### src/rtl/load_store_unit.sv
// Load/store initiator for a word-organised data memory: byte/halfword/word
// accesses, sub-word stores via read-modify-write, one-cycle done pulse.
module load_store_unit #(
    parameter int ADDR_W = 5
) (
    input  logic        clock,
    input  logic        reset_n,
    input  logic        req,
    input  logic        we,
    input  logic [1:0]  size,
    input  logic        signed_load,
    input  logic [31:0] addr,
    input  logic [31:0] wdata,
    output logic        busy,
    output logic        done,
    output logic        err,
    output logic [31:0] rdata,
    output logic        MemRead,
    output logic        MemWrite,
    output logic [31:0] mem_address,
    output logic [31:0] mem_write_data,
    input  logic [31:0] mem_read_data
);

    typedef enum logic [2:0] {S_IDLE, S_RD, S_CAP, S_WR, S_DONE} state_t;

    state_t      r_state;
    logic        r_we;
    logic [1:0]  r_size;
    logic        r_signed;
    logic [1:0]  r_lane;
    logic [15:0] r_wdata;

    logic        w_reqErr;
    logic [31:0] w_wordIdx;
    logic [7:0]  w_byte;
    logic [15:0] w_half;
    logic [31:0] w_loadVal;
    logic [31:0] w_mergeVal;

    always_comb begin
        w_reqErr = (size == 2'b11)
                || (size == 2'b01 && addr[0])
                || (size == 2'b10 && addr[1:0] != 2'b00)
                || (|addr[31:ADDR_W+2]);
        w_wordIdx = {{(32-ADDR_W){1'b0}}, addr[ADDR_W+1:2]};
    end

    // Lane extraction and merge both work on the word arriving at the end of CAP.
    always_comb begin
        w_byte = mem_read_data[7:0];
        case (r_lane)
            2'd1:    w_byte = mem_read_data[15:8];
            2'd2:    w_byte = mem_read_data[23:16];
            2'd3:    w_byte = mem_read_data[31:24];
            default: w_byte = mem_read_data[7:0];
        endcase
        w_half = r_lane[1] ? mem_read_data[31:16] : mem_read_data[15:0];

        case (r_size)
            2'b00:   w_loadVal = {{24{r_signed & w_byte[7]}}, w_byte};
            2'b01:   w_loadVal = {{16{r_signed & w_half[15]}}, w_half};
            default: w_loadVal = mem_read_data;
        endcase

        w_mergeVal = mem_read_data;
        if (r_size == 2'b00) begin
            case (r_lane)
                2'd0: w_mergeVal[7:0]   = r_wdata[7:0];
                2'd1: w_mergeVal[15:8]  = r_wdata[7:0];
                2'd2: w_mergeVal[23:16] = r_wdata[7:0];
                2'd3: w_mergeVal[31:24] = r_wdata[7:0];
                default: w_mergeVal = mem_read_data;
            endcase
        end else if (r_lane[1]) begin
            w_mergeVal[31:16] = r_wdata;
        end else begin
            w_mergeVal[15:0] = r_wdata;
        end
    end

    always_ff @(posedge clock or negedge reset_n) begin
        if (!reset_n) begin
            r_state        <= S_IDLE;
            r_we           <= 1'b0;
            r_size         <= 2'b00;
            r_signed       <= 1'b0;
            r_lane         <= 2'b00;
            r_wdata        <= 16'h0;
            busy           <= 1'b0;
            done           <= 1'b0;
            err            <= 1'b0;
            rdata          <= 32'h0;
            MemRead        <= 1'b0;
            MemWrite       <= 1'b0;
            mem_address    <= 32'h0;
            mem_write_data <= 32'h0;
        end else begin
            case (r_state)
                S_IDLE: begin
                    if (req) begin
                        r_we     <= we;
                        r_size   <= size;
                        r_signed <= signed_load;
                        r_lane   <= addr[1:0];
                        r_wdata  <= wdata[15:0];
                        busy     <= 1'b1;
                        if (w_reqErr) begin
                            r_state <= S_DONE;
                            done    <= 1'b1;
                            err     <= 1'b1;
                        end else begin
                            mem_address <= w_wordIdx;
                            if (we && size == 2'b10) begin
                                r_state        <= S_WR;
                                MemWrite       <= 1'b1;
                                mem_write_data <= wdata;
                            end else begin
                                r_state <= S_RD;
                                MemRead <= 1'b1;
                            end
                        end
                    end
                end
                S_RD: begin
                    r_state <= S_CAP;
                end
                S_CAP: begin
                    MemRead <= 1'b0;
                    if (r_we) begin
                        r_state        <= S_WR;
                        MemWrite       <= 1'b1;
                        mem_write_data <= w_mergeVal;
                    end else begin
                        r_state <= S_DONE;
                        done    <= 1'b1;
                        rdata   <= w_loadVal;
                    end
                end
                S_WR: begin
                    r_state  <= S_DONE;
                    MemWrite <= 1'b0;
                    done     <= 1'b1;
                end
                S_DONE: begin
                    r_state <= S_IDLE;
                    done    <= 1'b0;
                    err     <= 1'b0;
                    busy    <= 1'b0;
                end
                default: r_state <= S_IDLE;
            endcase
        end
    end

endmodule

### config.mk
export PLATFORM = sky130hd
export DESIGN_NAME = load_store_unit
export DESIGN_NICKNAME = d
export VERILOG_FILES = /design/src/rtl/load_store_unit.sv
export SDC_FILE = /design/constraint.sdc
export NUM_CORES = 1
export LEC_CHECK = 0
export CAP_MARGIN = 20
export CORE_ASPECT_RATIO = 1.25
export CORE_UTILIZATION = 40
export DETAILED_ROUTE_END_ITERATION = 7
export PLACE_DENSITY_LB_ADDON = 0.1
export SLEW_MARGIN = 20
export SYNTH_ARGS = -nofsm -noshare
export SYNTH_HDL_FRONTEND = slang
export SYNTH_SLANG_ARGS = --single-unit
### constraint.sdc
create_clock -name clock -period 2 [get_ports clock]
set_input_delay 0.4 -clock clock [delete_from_list [all_inputs] [get_ports clock]]
set_output_delay 0.4 -clock clock [all_outputs]
set_load 0.01 [all_outputs]
==> flow_summary.json, run 1 <==
{
  "root_buffer": "clkbuf_16",
  "fin_skew_ns": 0.0110,
  "drive_above_1_share_pct": 23.6,
  "io_buffers": 176,
  "hold_ws_ns": 0.103,
  "maxCapViolCount": 0,
  "clk_latency_ns": 0.36,
  "wl_per_cell_microns": 18.8,
  "ctsHtreeMaxLevel": 3,
  "crit_type": "reg2reg",
  "wl_microns": 17400,
  "cts_buffers": 9,
  "worst_hold_path_type": "in2async",
  "dpl_cell_area_sq_um": 7480,
  "synth_edf_count": 0,
  "cts_hold_buf": 0,
  "overflow": 0,
  "r2r_cells": 6,
  "worstPathCellList": "nor4b_4, nor4b_4, a22oi_4, buf_6, buf_16, mux2_4",
  "worst_ep_required_time_ns": 2.24,
  "cp_slowest_cell": "dfrtp_2",
  "cp_max_fo": 8,
  "grt_max_degree": 100,
  "hpwlAfterDp_microns": 13000,
  "nets": 858,
  "synth-seq-area-share_pct": 46.8,
  "async_flop_share_pct": 100,
  "final_core_utilization_pct": 63.8,
  "drtIter0Drc": 218,
  "nFillCells": 1107,
  "grt_usage_pct": 26.6,
  "end_kind": "flop",
  "layout_setup_ws_ns": 0.000757,
  "worst_slew_pin_slew_ns": 0.528,
  "io_pins": 204,
  "p_leak_nw": 3.81,
  "antenna_found_initial": 0,
  "power_density_nw_per_um2": 647,
  "cts_tree": "yes",
  "numClockSinks": 99,
  "cpPeakStageDelay_ns": 0.44,
  "cts.path.max_buffers": 2,
  "syn_inst": 533,
  "start_util_pct": 41.4,
  "cts.reportedPaths.clkPinSlew_ns": 0.07,
  "rrSetupSlack_ns": 0.0008,
  "dieWidth_microns": 105,
  "syn-mean-instance-area_sq_um": 9.93,
  "design_area_sq_um": 8150,
  "cp-start-kind": "flop",
  "dieHeight_microns": 131,
  "firstDrtPassIters": 4,
  "synth_ff_type": "dfrtp_1",
  "rows": 46,
  "hold_viol": 0,
  "ys_warn_count": 0,
  "min_period_over_period_pct": 100,
  "seqCellArea_sq_um": 2480,
  "multi_input_area_sq_um": 2760,
  "status": "complete, no violations",
  "drc": 0,
  "synth_area_sq_um": 5290,
  "crit_arrival_ns": 2.24,
  "setup_viol": 0,
  "ys_seq_elements": 99,
  "die-area_sq_um": 13700,
  "core-area_sq_um": 12800,
  "ys_types": 45,
  "rsz0062_at_grt": "yes",
  "diodes": 0,
  "slew_headroom_pct": 64.8,
  "vdd_ir_drop_max_v": 0.000380,
  "area_growth_pct": 54.0,
  "viasPerCell": 5.23,
  "layout_min_cycle_time_ns": 2.00,
  "post-place-ws_ns": -0.548,
  "crit_top_cell": "nor4b_4",
  "globalplace.congestion": 0.867,
  "drv_slew": 0,
  "grt_pass1_wl_microns": 27500,
  "ant_nets": 0,
  "dr_total_vias": 4857,
  "grt_pass1_vias": 5072,
  "fmax_mhz": 500
}
==> worst paths after layout <==
check,start,endpoint
setup reg to reg,r_state[1]$_DFFE_PN0N_,mem_write_data[7]$_DFFE_PN0P_
hold / removal,reset_n,mem_write_data[10]$_DFFE_PN0P_
min in group clock,rdata[6]$_DFFE_PN0P_,rdata[6]$_DFFE_PN0P_
setup / recovery,r_state[1]$_DFFE_PN0N_,mem_write_data[7]$_DFFE_PN0P_
max in group asynchronous,reset_n,r_size[0]$_DFFE_PN0P_
hold reg to reg,rdata[6]$_DFFE_PN0P_,rdata[6]$_DFFE_PN0P_
==> state kept, by name, indices dropped and copies added (netlist names) <==
signal	flops
done	1
MemWrite	1
r_we	1
r_wdata	16
MemRead	1
mem_write_data	32
r_signed	1
mem_address	5
err	1
rdata	32
busy	1
r_lane	2
r_size	2
r_state	3
==> synthesized netlist by cell type (all sizes together) (3+ instances only) <==
cell type	count	area (sq um)
nor2	38	143
nand2	73	274
mux2i	20	200
o2bb2ai	16	140
nor2b	4	25.0
a22oi	6	58.8
mux2	58	653
nand2b	3	18.8
clkbuf	24	90.1
o22ai	7	43.8
nor4	5	31.3
inv	6	22.5
dfrtp	99	2480
a21oi	33	165
or4b	8	80.1
o31a	4	35.0
nor3	8	40.0
o21ai	60	304
o211ai	3	22.5
buf	35	256
==> placed cells by master, fill, tap and decap left out, types with 13 or more instances in the layout <==
master	n
dlygate4sd2_1	16
mux2_4	20
conb_1	27
clkdlybuf4s50_1	153
buf_4	59
nor2_1	35
mux2i_1	18
nand2_1	73
mux2_2	29
dfrtp_1	96
a21oi_1	30
o2bb2ai_1	13
o21ai_0	43
==> worst max-delay path, delay by kind of cell, from the launching register on <==
kind | cells | cell delay [ns]
simple gates | 2 | 0.72
flops | 1 | 0.44
mux | 1 | 0.29
buf+inv | 2 | 0.31
compound gates | 1 | 0.11
==> power by group <==
part           leakage [nW]  internal [mW]  switching [mW]
sequential             1.27           2.07          0.0742
combinational          2.39          0.616           0.628
clock                 0.149           1.10           0.784
total                  3.81           3.79            1.49
==> layer usage <==
metal | up-vias | wire, microns | GRT usage [%]
met3 | 29 | 939 | 4.61
met1 | 2356 | 6910 | 31.5
met2 | 184 | 9080 | 47.8
met5 | - | 0 | 0
met4 | 0 | 495 | 11.3
li1 | 2288 | - | -
==> layout make-up <==
class	instances	area share, %
Clock buffer	10	2.81
Multi-Input combinational cell	394	33.8
Sequential cell	99	30.4
Tap cell	168	2.58
Inverter	7	0.322
Clock inverter	6	1.09
Timing Repair Buffer	244	28.9
==> timing repair <==
item,in CTS,in global routing
pin swaps,12,9
endpoints found under the setup margin,39,36
setup buffers,9,3
cloned,3,0
gates resized for setup,53,39
hold endpoints to repair,0,0
==> through the flow <==
stage                     total power [mW]  setup TNS [ns]  std cells
final                                 5.28               0        928
after global routing                  5.49          -0.244        928
after CTS                             5.25               0        927
after detailed placement              3.34          -26.69        899
after global placement                3.33          -23.81        899
after floorplan                       2.74           -2.59        559
==> kinds of logic (layout without fill, tap and decap cells) <==
family | count (synthesis) | after routing | share of synthesized area (%)
other | 1 | 27 | 0.0709
AND/OR/NAND/NOR | 148 | 148 | 13.3
flip-flops | 99 | 99 | 46.8
buffers and inverters | 66 | 267 | 7.05
AO/OA/AOI/OAI | 140 | 140 | 16.2
multiplexers | 79 | 79 | 16.6
(Power assumes the default switching activity.)
==> run 2: changes to the inputs <==
- SLEW_MARGIN: 20 -> 0
==> results of run 2 <==
Final layout, timing and power as in run 1 (identical DEF).
==> run 3: changes to the inputs <==
- CAP_MARGIN: 20 -> 10
==> results of run 3 <==
Final layout, timing and power as in run 1 (identical DEF).
